<file path="config.mk">
export PLATFORM = sky130hd
export DESIGN_NAME = spi_master
export DESIGN_NICKNAME = d
export VERILOG_FILES = /design/src/rtl/spi_master.sv
export SDC_FILE = /design/constraint.sdc
export NUM_CORES = 1
export LEC_CHECK = 0
export ABC_AREA = 1
export ABC_CLOCK_PERIOD_IN_PS = 3400
export CORE_MARGIN = 2
export CORE_UTILIZATION = 58
export CTS_BUF_LIST = sky130_fd_sc_hd__clkbuf_2 sky130_fd_sc_hd__clkbuf_4 sky130_fd_sc_hd__clkbuf_8
export DETAILED_ROUTE_END_ITERATION = 10
export HOLD_SLACK_MARGIN = 0.06
export PLACE_DENSITY_LB_ADDON = 0.25
export SLEW_MARGIN = 20
export SYNTH_ARGS = -nofsm -noshare
export SYNTH_HDL_FRONTEND = slang
export SYNTH_SLANG_ARGS = --single-unit
</file>
<file path="constraint.sdc">
create_clock -name clk -period 3.4 [get_ports clk]
set_input_delay 0.34 -clock clk [delete_from_list [all_inputs] [get_ports clk]]
set_output_delay 0.34 -clock clk [all_outputs]
set_load 0.005 [all_outputs]
</file>
<file path="src/rtl/spi_master.sv">
// SPI initiator: serializes 10-bit commands on MOSI under SS_n and captures
// the 8-bit response of read-data commands from MISO. One bit per clk cycle.
// All outputs come straight from registers.
module spi_master #(
   parameter int unsigned RD_LATENCY = 3,  // SS_n-low cycles between last MOSI bit and first MISO sample
   parameter int unsigned GAP_CYCLES = 1   // SS_n-high cycles after each frame before IDLE
) (
   input  logic       clk,
   input  logic       rst_n,
   input  logic       cmd_valid,
   input  logic [9:0] cmd_data,
   output logic       cmd_ready,
   output logic       rd_valid,
   output logic [7:0] rd_data,
   output logic       busy,
   output logic       SS_n,
   output logic       MOSI,
   input  logic       MISO
);

   typedef enum logic [2:0] {
      StIdle,
      StStart,
      StCmd,
      StShift,
      StTail,
      StWait,
      StRecv,
      StEnd
   } state_e;

   localparam logic [3:0] ShiftLast = 4'd9;
   localparam logic [3:0] RecvLast  = 4'd7;
   localparam logic [3:0] WaitLast  = 4'(RD_LATENCY - 1);
   localparam logic [3:0] GapLast   = 4'(GAP_CYCLES - 1);

   state_e     state_q, state_d;
   logic [9:0] shreg_q, shreg_d;
   logic       rd_op_q, rd_op_d;
   logic [3:0] cnt_q, cnt_d;
   logic [7:0] rx_q, rx_d;
   logic [7:0] rd_data_q, rd_data_d;
   logic       rd_valid_q, rd_valid_d;
   logic       ss_n_q, ss_n_d;
   logic       mosi_q, mosi_d;
   logic       busy_q, busy_d;
   logic       cmd_ready_q, cmd_ready_d;

   // State register and registered outputs, synchronous active-low reset
   always_ff @(posedge clk) begin
      if (!rst_n) begin
         state_q     <= StIdle;
         shreg_q     <= '0;
         rd_op_q     <= 1'b0;
         cnt_q       <= '0;
         rx_q        <= '0;
         rd_data_q   <= '0;
         rd_valid_q  <= 1'b0;
         ss_n_q      <= 1'b1;
         mosi_q      <= 1'b0;
         busy_q      <= 1'b0;
         cmd_ready_q <= 1'b1;
      end else begin
         state_q     <= state_d;
         shreg_q     <= shreg_d;
         rd_op_q     <= rd_op_d;
         cnt_q       <= cnt_d;
         rx_q        <= rx_d;
         rd_data_q   <= rd_data_d;
         rd_valid_q  <= rd_valid_d;
         ss_n_q      <= ss_n_d;
         mosi_q      <= mosi_d;
         busy_q      <= busy_d;
         cmd_ready_q <= cmd_ready_d;
      end
   end

   // Next-state logic and next values of every registered output
   always_comb begin
      state_d    = state_q;
      shreg_d    = shreg_q;
      rd_op_d    = rd_op_q;
      rx_d       = rx_q;
      rd_data_d  = rd_data_q;
      rd_valid_d = 1'b0;

      case (state_q)
         StIdle: begin
            // cmd_ready is always high here, so cmd_valid alone means accept
            if (cmd_valid) begin
               state_d = StStart;
               shreg_d = cmd_data;
               rd_op_d = (cmd_data[9:8] == 2'b11);
            end
         end
         StStart: state_d = StCmd;
         StCmd:   state_d = StShift;
         StShift: begin
            if (cnt_q == ShiftLast) begin
               state_d = rd_op_q ? StWait : StTail;
            end
         end
         StTail:  state_d = StEnd;
         StWait: begin
            if (cnt_q == WaitLast) begin
               state_d = StRecv;
            end
         end
         StRecv: begin
            rx_d = {rx_q[6:0], MISO};
            if (cnt_q == RecvLast) begin
               state_d    = StEnd;
               rd_data_d  = {rx_q[6:0], MISO};
               rd_valid_d = 1'b1;
            end
         end
         StEnd: begin
            // Back-to-back frames see these GAP_CYCLES plus the IDLE accept cycle with SS_n high
            if (cnt_q == GapLast) begin
               state_d = StIdle;
            end
         end
         default: state_d = StIdle;
      endcase

      // Per-state cycle counter restarts on every state change
      cnt_d = (state_d != state_q) ? 4'd0 : cnt_q + 4'd1;

      // MOSI is computed from the state being entered so it lines up with that state
      mosi_d = 1'b0;
      if (state_d == StCmd) begin
         mosi_d = shreg_q[9];
      end else if (state_d == StShift) begin
         mosi_d  = shreg_q[9];
         shreg_d = {shreg_q[8:0], 1'b0};
      end

      ss_n_d      = (state_d == StIdle) || (state_d == StEnd);
      busy_d      = (state_d != StIdle);
      cmd_ready_d = (state_d == StIdle);
   end

   assign cmd_ready = cmd_ready_q;
   assign rd_valid  = rd_valid_q;
   assign rd_data   = rd_data_q;
   assign busy      = busy_q;
   assign SS_n      = ss_n_q;
   assign MOSI      = mosi_q;

endmodule

</file>
Word level (Yosys, flattened, before mapping)
Cells that the tools add are included.

operators by class
  add/sub/neg operators = 1
  eq/ne operators = 15
  muxes and demuxes = 14
  bitwise gates (word level) = 1
  reductions and logical operators = 9

operators by type and width
  operator                                       number
  two-way mux 10 bit                             4
  case mux 3 bit (8 select lines)                1
  == test 3 bit, second input constant           5
  two-way mux 3 bit                              5
  == test 3 x 2 -> 1 bit, second input constant  4
  logical NOT 3 bit                              2
  AND reduction 2 bit                            3
  adder 4 x 1 -> 4 bit, second input constant    1
  == test 4 x 2 -> 1 bit, second input constant  1
  == test 4 x 3 -> 1 bit, second input constant  1
  == test 4 bit, second input constant           1
  logical NOT 4 bit                              1
  two-way mux 1 bit                              4
  == test 3 x 1 -> 1 bit, second input constant  1
  != test 3 bit                                  1
  nonzero test 3 bit                             1
  == test 2 bit, second input constant           1
  OR reduction 2 bit                             1
  logical OR 1 bit                               1
  inverter 1 bit                                 1

storage, ports and cells
  bits in registers = 38
  input port bits = 14
  output and inout bits = 13

Logic depth before layout (Yosys ltp)
Gate-level depths: netlist (run 1).

  depth in word-level cells = 6
  gate-level depth with buffers = 12
  mapped depth without buffers = 12

Worst setup path after synthesis (run 1)
Ideal clock, no wire load.

  path kind = register -> register
  start = register cnt_q[1]
  end = register shreg_q[3]
  setup time = 116 ps
  data arrival time = 1309 ps
  setup slack = 1976 ps
  cell stages (with the launch flop) = 9
  path buffers = 0
  clock period less this slack = 1424 ps
  path through = dfxtp_1 > inv_1 > ha_1 > nand2_1 > nor2_1 > a211oi_1 > inv_1 > nor2_1 > nor2_1

on the way
  longest elaborated chain between the ends = 6

RTL lines
  item                                            line  source
  start: declaration                              40    logic [3:0] cnt_q, cnt_d;
  start signal: assignment                        67    cnt_q <= cnt_d;
  == test 4 x 3 -> 1 bit (tied with other cells)  111   if (cnt_q == RecvLast) begin
  two-way mux 3 bit, on equally long branches     --
  case mux 3 bit (8 select lines) (*)             87    case (state_q)
  == test 3 x 2 -> 1 bit                          133   end else if (state_d == StShift) begin
  two-way mux 10 bit                              133
  two-way mux 10 bit (*)                          131   if (state_d == StCmd) begin
  end signal: assignment                          65    shreg_q <= shreg_d;
  end: declaration                                38    logic [9:0] shreg_q, shreg_d;

Every way passes the cells marked *; elsewhere a longest branch is shown, timed or not.
A chain may end at the register's enable or synchronous reset.

Final worst setup path (run 1)
  start = register state_q[2]
  end = register shreg_q[4]

on the way
  longest elaborated chain between the ends = 5

RTL lines
  item                                   line  source
  start: declaration                     37    state_e state_q, state_d;
  start signal: assignment               52    state_q <= StIdle;
  start signal: assignment               64    state_q <= state_d;
  == test 3 bit (tied with other cells)  87
  case mux 3 bit (8 select lines)        87
  == test 3 x 2 -> 1 bit                 133
  two-way mux 10 bit                     133
  two-way mux 10 bit (*)                 131

Marked as above.

==> reports/metrics.cfg, run 1 <==
[routing]
wl_mm = 3.05
drt_iter0_markers = 33
route.detailed.drc = 0
wl_per_cell_um = 10.7
vias = 1428
drt-met1-wl_mm = 1.47
top_layer = met4
first_pass_iters = 4
ant_nets = 0
wl_met2_mm = 1.39
vias_per_cell = 4.99
wl_met3_um = 152

[critical_path]
r2r_start = state_q[2]$_SDFF_PN0_
critical_path_required_ps = 3640
path_common_cell = nand2_1
crit_path_start_kind = flop
cp_max_fo = 15
critical-path-slowest-cell = dfxtp_1
startpoint = state_q[2]$_SDFF_PN0_
endpoint_kind = flop
crit_buf_inv = 2
worstPathCellList = inv_2, nand3_2, clkinv_1, nand2_1, nand2_1, o21ai_0, nor2_1
slowest_delay_ps = 440
critical_path_class = reg2reg
cp_top_family = simple AND/OR/NAND/NOR gates
cp_data_arrival_time_ps = 1890

[clocking]
clock_sinks = 38
clkTransAtPathRegs_ps = 110
clockBufferDepth = 2
cts_buffers = 5
htreeDepth = 2
cts_tree = done
postCtsSetupBuffers = 0
insertion_delay_ps = 340
holdBufCountCts = 0
cts_resized = 0
clock-root-buffer = clkbuf_4

[synthesis]
yosys_register_bits = 38
syn_inst = 224
yosys_warnings = 0
syn_nets = 242
yosysSeqAreaShare_pct = 46.8
syn-cell-area_um2 = 1630
ys_types = 26
synth_area_per_cell_um2 = 7.26
synth_area_leaders = dfxtp_1 (47%), nand2_1 (13%), nor2_1 (8.5%)
synth_top_cell_area_share_pct = 46.8
synth_area_leader_cell = dfxtp_1

[flow_run]
maxCapViolCount = 0

[final_layout]
fin_nets = 273
drive_gt1_share_pct = 7.84
fill_cells = 226
n_antenna_cell = 0
stdcell_area_um2 = 2000
fin_util_pct = 73.9
syn_to_final_growth_pct = 23.1

[pwr]
seqPwrFrac_pct = 51.8
power.leakage_nw = 0.908
internal_power_uw = 710
p_switching_uw = 241
p_per_area_nw_per_um2 = 475
pwr-share-comb_pct = 15.3
finalPower_uw = 951
ir_drop_mv = 0.403
p_clk_share_pct = 32.9
switching_share_pct = 25.4

[timing]
max_slew_margin_pct = 79.2
fmax_mhz = 605
setup_viol = 0
period_minus_slack_ps = 1650
hold_viol_final = 0
fin_tns_setup_ps = 0
tightest_slew_ps = 312
drv_slew = 0
period_share_pct = 48.6
skew_ps = 12.3
rsz0062_at_grt = false

[grt]
antenna_found_initial = 0
grt_pass1_vias = 1239
track_usage_pct = 21.2
grt_max_degree = 27
grt_pass1_wl_mm = 5.33
grt-ovfl-total = 0

[place]
post_dp_cell_area_um2 = 1920
dp_hpwl_mm = 2.23
gp_congestion = 0.819
port_buffers = 26

[floorplan]
core_um2 = 2710
pin_count = 27
fp-row-count = 19
initial_core_util_pct = 60.0
dieArea_um2 = 3240
dieHeight_um = 57.0
dieWidth_um = 57.0

[status]
outcome = completed

[worst_hold_path]
hp-start = shreg_q[0]$_SDFF_PN0_
hold_path_class = reg2reg

-- registers in the layout (all words and copies together), names as in the netlist, 3 cells and up --
register,flops
shreg_q,10
cnt_q,4
state_q,3
rd_data,8
rx_q,7
-- power groups by stage --
stage | combinational [mW] | clock (mW) | sequential (mW)
after floorplan | 0.0976 | 0 | 0.500
after global placement | 0.143 | 0 | 0.503
after detailed placement | 0.145 | 0 | 0.503
after CTS | 0.146 | 0.319 | 0.493
after global routing | 0.169 | 0.336 | 0.497
final | 0.146 | 0.313 | 0.493
-- tightest hold or removal path, cell delays in order, from the launching register on --
cell	delay, ps
dfxtp_1	310
inv_1	60
a21oi_1	50
-- final timing paths --
check	cells after the start	slack, ps	to
worst min-delay path	2	450	shreg_q[1]$_SDFF_PN0_
worst min register to register	2	450	shreg_q[1]$_SDFF_PN0_
worst max register to register	7	1750	shreg_q[4]$_SDFF_PN0_
worst max-delay path	7	1750	shreg_q[4]$_SDFF_PN0_
-- cells in the final DEF, fill, tap and decap left out, drive strengths merged --
cell type,synthesis,routed
clkinv,1,1
nor3,1,1
dfxtp,38,38
clkdlybuf4s50,0,26
xnor2,1,1
xor2,1,1
clkbuf,1,6
nor2,41,41
nand4,1,1
ha,4,4
buf,3,2
o21ai,24,24
and3,1,1
inv,22,22
bufinv,0,1
a211oi,1,1
a21oi,10,10
nand3,14,14
nand2,60,60
-- cell families after synthesis --
logic type / share of synthesized area (%)
compound gates: 10.9
xor+xnor: 1.08
fa+ha+maj: 3.08
buf+inv: 6.54
flops: 46.8
simple gates: 31.6
-- stage by stage --
stage	hold WS, ps	setup slack (ps)	std cells
after global routing	494	1520	286
after floorplan	430	1980	224
final	453	1750	286
after detailed placement	449	1590	279
after CTS	455	1760	286
after global placement	442	1610	279
-- cells in the mapped netlist --
cell type,count
xor2_1,1
nand2_4,2
a211oi_1,1
nor2_2,2
o21ai_0,22
nor2_1,37
nor2_4,2
and3_1,1
inv_2,2
ha_1,4
buf_4,1
dfxtp_1,38
nand3_2,2
buf_1,1
nand2_2,1
nand3_1,12
nand4_1,1
inv_1,20
xnor2_1,1
a21oi_1,10
clkinv_1,1
nand2_1,57
buf_2,1
clkbuf_1,1
nor3_1,1
o21ai_1,2
-- final cells by class --
| cell class | instances | area (um2) | area share [%] |
|---|---|---|---|
| sequential | 38 | 761 | 38.0 |
| multi-input combinational | 159 | 759 | 37.9 |
| timing repair buffer | 28 | 275 | 13.8 |
| inverter | 23 | 86.3 | 4.31 |
| clock buffer | 6 | 51.3 | 2.56 |
| tap | 31 | 38.8 | 1.94 |
| clock inverter | 1 | 30.0 | 1.50 |
-- per-layer routing --
metal | vias to the layer above | track usage (%)
met5 | - | 0
met4 | 0 | 5.98
met3 | 6 | 6.80
met2 | 35 | 34.8
met1 | 622 | 26.9
li1 | 765 | -
Note: power is estimated with default switching activity, not from simulation.
==> run 2: changes to the inputs <==
- ABC_CLOCK_PERIOD_IN_PS: 3400 -> 1600
- CORE_UTILIZATION: 58 -> 54
- clock period: 3.4 -> 1.6 ns (I/O delays scaled with it)
==> run 2 against run 1 <==
  * The flow now finishes with violations (DRC)
  * Clock skew down 2.4 ps
  * Power up 130%
  * Sequential share of layout area down 1.9 points
  * Count of clock-buffer cells in the layout down 1
  * Worst setup slack worse by 1700 ps
  * First-iteration DRC count rose to 2.6 times the previous value
  * Via count up 4.0%
  * Non-clock buffer count up 5
  * Clock power rose to 2.6 times the previous value
  * Cell area up 5.8%
  * Die area up 6.9%
  * Critical path type unchanged
  * Critical endpoint is now cnt_q[3]$_SDFF_PP0_
  * Highest routed layer unchanged
==> reports/metrics.cfg, run 2 (synthesized netlist as in run 1, its figures left out) <==
[grt]
grt_pass1_vias = 1339  ; +8.1%
grt-ovfl-total = 0  ; unchanged
grt_pass1_wl_mm = 5.68  ; +6.5%
grt_max_degree = 26  ; -3.7%
track_usage_pct = 21.6  ; +0.46 points
antenna_found_initial = 0  ; unchanged

[flow_run]
maxCapViolCount = 0  ; unchanged

[pwr]
p_per_area_nw_per_um2 = 1050  ; +120%
switching_share_pct = 25.7  ; +0.29 points
p_clk_share_pct = 36.9  ; +4.0 points
pwr-share-comb_pct = 15.8  ; +0.5 points
internal_power_mw = 1.65  ; +130%
seqPwrFrac_pct = 47.3  ; -4.5 points
p_switching_uw = 571  ; +140%
power.leakage_nw = 0.946  ; +4.1%
ir_drop_mv = 0.734  ; +82%

[timing]
period_minus_slack_ps = 1540  ; -111 ps
fin_tns_setup_ps = 0  ; unchanged
setup_slack_ps = 59.2  ; -1690 ps
setup_viol = 0  ; unchanged
hold_viol_final = 0  ; unchanged
holdWs_ps = 432  ; -20.7 ps
drv_slew = 0  ; unchanged
fmax_mhz = 649  ; +7.2%
period_share_pct = 96.3  ; +48 points
max_slew_margin_pct = 81.6  ; +2.4 points
skew_ps = 9.83  ; -2.42 ps
tightest_slew_ps = 276  ; -36.5 ps

[clocking]
cts_tree = done
clock_sinks = 38  ; unchanged
cts_buffers = 5  ; unchanged
clkTransAtPathRegs_ps = 120  ; about the same
htreeDepth = 2  ; unchanged
clock-root-buffer = clkbuf_4
insertion_delay_ps = 340  ; about the same
clockBufferDepth = 2  ; unchanged
holdBufCountCts = 0  ; unchanged

[floorplan]
dieHeight_um = 58.9  ; +3.4%
fp-row-count = 19  ; unchanged
initial_core_util_pct = 58.0  ; -2.0 points
pin_count = 27  ; unchanged
dieWidth_um = 58.9  ; +3.4%
dieArea_um2 = 3470  ; +6.9%
core_um2 = 2810  ; +3.5%

[critical_path]
rr_worst_depth = 10  ; +3
endpoint_kind = flop
cp_data_arrival_time_ps = 1830  ; -60 ps
cp_max_fo = 4  ; -11
critical_path_class = reg2reg
critical_path_required_ps = 1890  ; -1750 ps
reg2reg_slack_ps = 60  ; -1690 ps
crit_path_start_kind = flop

[routing]
vias_per_cell = 5.09  ; +1.9%
wl_per_cell_um = 12.1  ; +13%
drt_iter0_markers = 86  ; +160%
wl_met3_um = 159  ; +4.6%
top_layer = met4
ant_nets = 0  ; unchanged
wl_mm = 3.53  ; +16%
wl_met2_mm = 1.71  ; +23%
vias = 1485  ; +4.0%
route.detailed.drc = 3  ; +3
first_pass_iters = 7  ; +3
drt-met1-wl_mm = 1.57  ; +6.9%

[final_layout]
instances_no_fill = 292  ; +2.1%
fin_nets = 278  ; +1.8%
largest-register = shreg_q
syn_to_final_growth_pct = 30.2
mostFrequentLayoutCells = nand2_1 (52), dfxtp_1 (35), nor2_1 (34)
fin_util_pct = 75.5  ; +1.6 points
drive_gt1_share_pct = 16.5  ; +8.6 points
n_antenna_cell = 0  ; unchanged
largest_reg_flops = 10  ; unchanged
layout_commonest_cell = nand2_1

[place]
dp.cells = 282  ; +1.1%
place_ws_ps = 3.67  ; -1580 ps
port_buffers = 26  ; unchanged
gp_congestion = 0.944  ; +15%
dp_hpwl_mm = 2.39  ; +7.1%

[status]
violations = DRC
outcome = complete, but fails checks

[worst_hold_path]
hold_path_class = in2reg
holdPathStages = 3  ; +1

## run 2: changes by cell type in the layout (fill, tap and decap cells not counted), sizes merged
cell      change
buf           +5
clkinvlp      +1
bufinv        +1
clkbuf        -1
## run 2: layout make-up
class                   count  area, um2
flip-flops and latches     38        764
fillers                   217        687
well taps                  31       38.8
multi-input cells         159        808
clock buffers               5       37.5
inverters                  23       90.1
clock inverters             3       68.8
repair buffers             33        310
## run 2: final timing paths
path / startpoint / endpoint
hold reg to reg: cnt_q[0]$_SDFF_PP0_ / cnt_q[0]$_SDFF_PP0_
setup reg to reg: cnt_q[1]$_SDFF_PP0_ / cnt_q[3]$_SDFF_PP0_
setup / recovery: cnt_q[1]$_SDFF_PP0_ / cnt_q[3]$_SDFF_PP0_
hold / removal: cmd_data[9] / rd_op_q$_SDFFE_PN0P_
## run 2: stage by stage
step | total power [mW] | instance area, um2
finish | 2.22 | 2120
global route | 2.32 | 2120
CTS | 2.20 | 2060
detailed placement | 1.39 | 1940
global placement | 1.38 | 1940
floorplan | 1.27 | 1630
## run 2: timing repair
item,CTS,global route
setup endpoints to repair,9,19
resized for setup,2,18
pin swaps,0,5
buffers inserted,0,1
gates cloned,0,1
## run 2: critical path, cell delays in order, from the launching register on
cell     delay (ps)
dfxtp_2         360
inv_2            60
ha_2            170
nand2_2          70
nor2_4          200
nand2_2          70
a21oi_2         180
nand3_2         120
nand2_2          80
nand2_2          80
nor2_1           90
## run 2: metal layers
metal / global-route usage, % / vias up
li1: - / 779
met1: 27.2 / 649
met4: 9.09 / 0
met5: 0 / -
met3: 6.15 / 11
met2: 34.8 / 46
## run 2: power by group through the flow
| stage | sequential (mW) | clock [mW] | combinational [mW] |
|---|---|---|---|
| floorplan | 1.06 | 0 | 0.207 |
| global placement | 1.07 | 0 | 0.316 |
| detailed placement | 1.07 | 0 | 0.324 |
| CTS | 1.05 | 0.825 | 0.329 |
| global route | 1.06 | 0.863 | 0.398 |
| finish | 1.05 | 0.820 | 0.352 |
==> run 3: changes to the inputs <==
- ABC_CLOCK_PERIOD_IN_PS: 1600 -> 1630
- clock period: 1.6 -> 1.63 ns (I/O delays scaled with it)
==> run 3 against run 2 <==
  * The run still ends with DRC left
  * Maximum frequency up 3.0%
  * Final cell count is the same
  * Die area is the same
  * Clock power decreased by 39%
  * Count of clock-buffer cells in the layout is 1 higher
  * Worst hold slack better by 13 ps
  * Critical path depth unchanged
  * Global-route usage decreased by 0.27 points
  * Via count is the same
  * Combinational power fell by 5%
  * Flip-flop and latch count is the same
  * Sequential share of layout area increased by 0.96 points
  * Largest power group unchanged
  * Highest routed layer unchanged
==> reports/metrics.cfg, run 3 (synthesized netlist as in run 1, its figures left out) <==
[status]
outcome = complete, but fails checks
violations = DRC

[place]
dp_hpwl_mm = 2.38  ; -0.17%
gp_congestion = 0.920  ; -2.6%
dp.cells = 282  ; unchanged
port_buffers = 26  ; unchanged

[grt]
grt-ovfl-total = 0  ; unchanged
track_usage_pct = 21.4  ; -0.27 points
grt_pass1_wl_mm = 5.62  ; -1.1%
antenna_found_initial = 0  ; unchanged
grt_pass1_vias = 1352  ; +0.97%
grt_max_degree = 26  ; unchanged

[timing]
max_slew_margin_pct = 83.0  ; +1.4 points
fin_tns_setup_ps = 0  ; unchanged
fmax_mhz = 668  ; +3.0%
period_minus_slack_ps = 1500  ; -44.2 ps
period_share_pct = 91.8  ; -4.5 points
tightest_slew_ps = 254  ; -21.6 ps
skew_ps = 9.33  ; -0.508 ps
setup_viol = 0  ; unchanged
hold_viol_final = 0  ; unchanged
rsz0062_at_grt = false
drv_slew = 0  ; unchanged

[clocking]
clkTransAtPathRegs_ps = 110  ; about the same
insertion_delay_ps = 340  ; about the same
cts_buffers = 5  ; unchanged
clock-root-buffer = clkbuf_4
clock_sinks = 38  ; unchanged
holdBufCountCts = 0  ; unchanged
cts_tree = done
htreeDepth = 2  ; unchanged
clockBufferDepth = 2  ; unchanged

[routing]
vias_per_cell = 5.09  ; unchanged
wl_mm = 3.32  ; -5.8%
vias = 1485  ; unchanged
ant_nets = 0  ; unchanged
route.detailed.drc = 3  ; unchanged
wl_per_cell_um = 11.4  ; -5.8%
first_pass_iters = 7  ; unchanged
drt_iter0_markers = 80  ; -7.0%

[final_layout]
fin_nets = 278  ; unchanged
largest_reg_flops = 10  ; unchanged
drive_gt1_share_pct = 14.6  ; -1.9 points
n_antenna_cell = 0  ; unchanged
mostFrequentLayoutCells = nand2_1 (56), dfxtp_1 (35), nor2_1 (34)
instances_no_fill = 292  ; unchanged
syn_to_final_growth_pct = 26.8
largest-register = shreg_q
layout_commonest_cell = nand2_1

[critical_path]
crit_path_start_kind = flop
critical_path_class = reg2reg
critical_path_required_ps = 1910  ; +20 ps
rr_worst_depth = 10  ; unchanged
cp_max_fo = 4  ; unchanged
endpoint_kind = flop
cp_data_arrival_time_ps = 1780  ; -50 ps

[floorplan]
dieArea_um2 = 3470  ; unchanged
dieHeight_um = 58.9  ; unchanged
fp-row-count = 19  ; unchanged
dieWidth_um = 58.9  ; unchanged
core_um2 = 2810  ; unchanged
initial_core_util_pct = 58.0  ; unchanged
pin_count = 27  ; unchanged

[worst_hold_path]
hold_path_class = in2reg
holdPathStages = 3  ; unchanged

[pwr]
ir_drop_mv = 0.702  ; -4.4%
power.leakage_nw = 0.924  ; -2.3%
p_clk_share_pct = 26.9  ; -10 points
p_per_area_nw_per_um2 = 907  ; -14%
p_switching_uw = 523  ; -8.4%
switching_share_pct = 27.9  ; +2.3 points
internal_power_mw = 1.35  ; -18%
seqPwrFrac_pct = 55.2  ; +7.9 points
pwr-share-comb_pct = 17.9  ; +2.1 points

[flow_run]
maxCapViolCount = 0  ; unchanged

[run 3: area by class of cell]
cell class | instances | area [um2]
clock buffers | 6 | 51.3
clock inverters | 2 | 12.5
fillers | 233 | 742
inverters | 23 | 90.1
multi-input cells | 159 | 796
flip-flops and latches | 38 | 764
well taps | 31 | 38.8
repair buffers | 33 | 310
[run 3: worst paths after layout]
kind	start	end	slack (ps)
setup / recovery	cnt_q[1]$_SDFF_PP0_	cnt_q[0]$_SDFF_PP0_	130
setup reg to reg	cnt_q[1]$_SDFF_PP0_	cnt_q[0]$_SDFF_PP0_	130
hold / removal	cmd_data[9]	rd_op_q$_SDFFE_PN0P_	450
hold reg to reg	cnt_q[0]$_SDFF_PP0_	cnt_q[0]$_SDFF_PP0_	460
[run 3: repair_timing]
item                                    CTS  global route
pin swaps                                 0             1
endpoints found under the setup margin    4            18
endpoints found under the hold margin     0             0
setup buffers                             0             1
resized for setup                         1            15
cloned                                    0             1
[run 3: through the flow]
| stage | hold WS [ps] | cell area (um2) | util, % | total power [mW] | worst slack [ps] |
|---|---|---|---|---|---|
| after CTS | 440 | 2010 | 71.6 | 1.86 | 51.6 |
| final | 445 | 2060 | 73.6 | 1.87 | 133 |
| after global routing | 464 | 2060 | 73.6 | 1.99 | 2.01 |
| after detailed placement | 447 | 1940 | 69.3 | 1.36 | 6.89 |
| after floorplan | 270 | 1630 | - | 1.25 | 206 |
| after global placement | 439 | 1940 | 69.3 | 1.36 | 68.0 |
[run 3: power by group through the flow]
stage | Clock (mW) | Combinational, mW | Sequential (mW)
after floorplan | 0 | 0.204 | 1.04
after CTS | 0.518 | 0.316 | 1.03
after detailed placement | 0 | 0.314 | 1.05
after global routing | 0.561 | 0.383 | 1.04
final | 0.503 | 0.335 | 1.03
after global placement | 0 | 0.310 | 1.05
[run 3: worst max-delay path, cell delays in order (launching register included)]
cell and delay [ps]:
dfxtp_2 360, inv_2 50, ha_1 130, nand2_1 80, nor2_4 200, nand2_1 90
a21oi_2 160, nand3_2 120, nand2_1 90, nand2_2 80, nor2_1 80
[run 3: routing by layer]
layer  vias up  track usage, %  part of all wire [%]
met5         -               0                     0
met4         0            9.74                   2.2
met3         7            4.62                   4.7
met2        46            36.7                    48
met1       653            25.4                    45
li1        779               -                     -
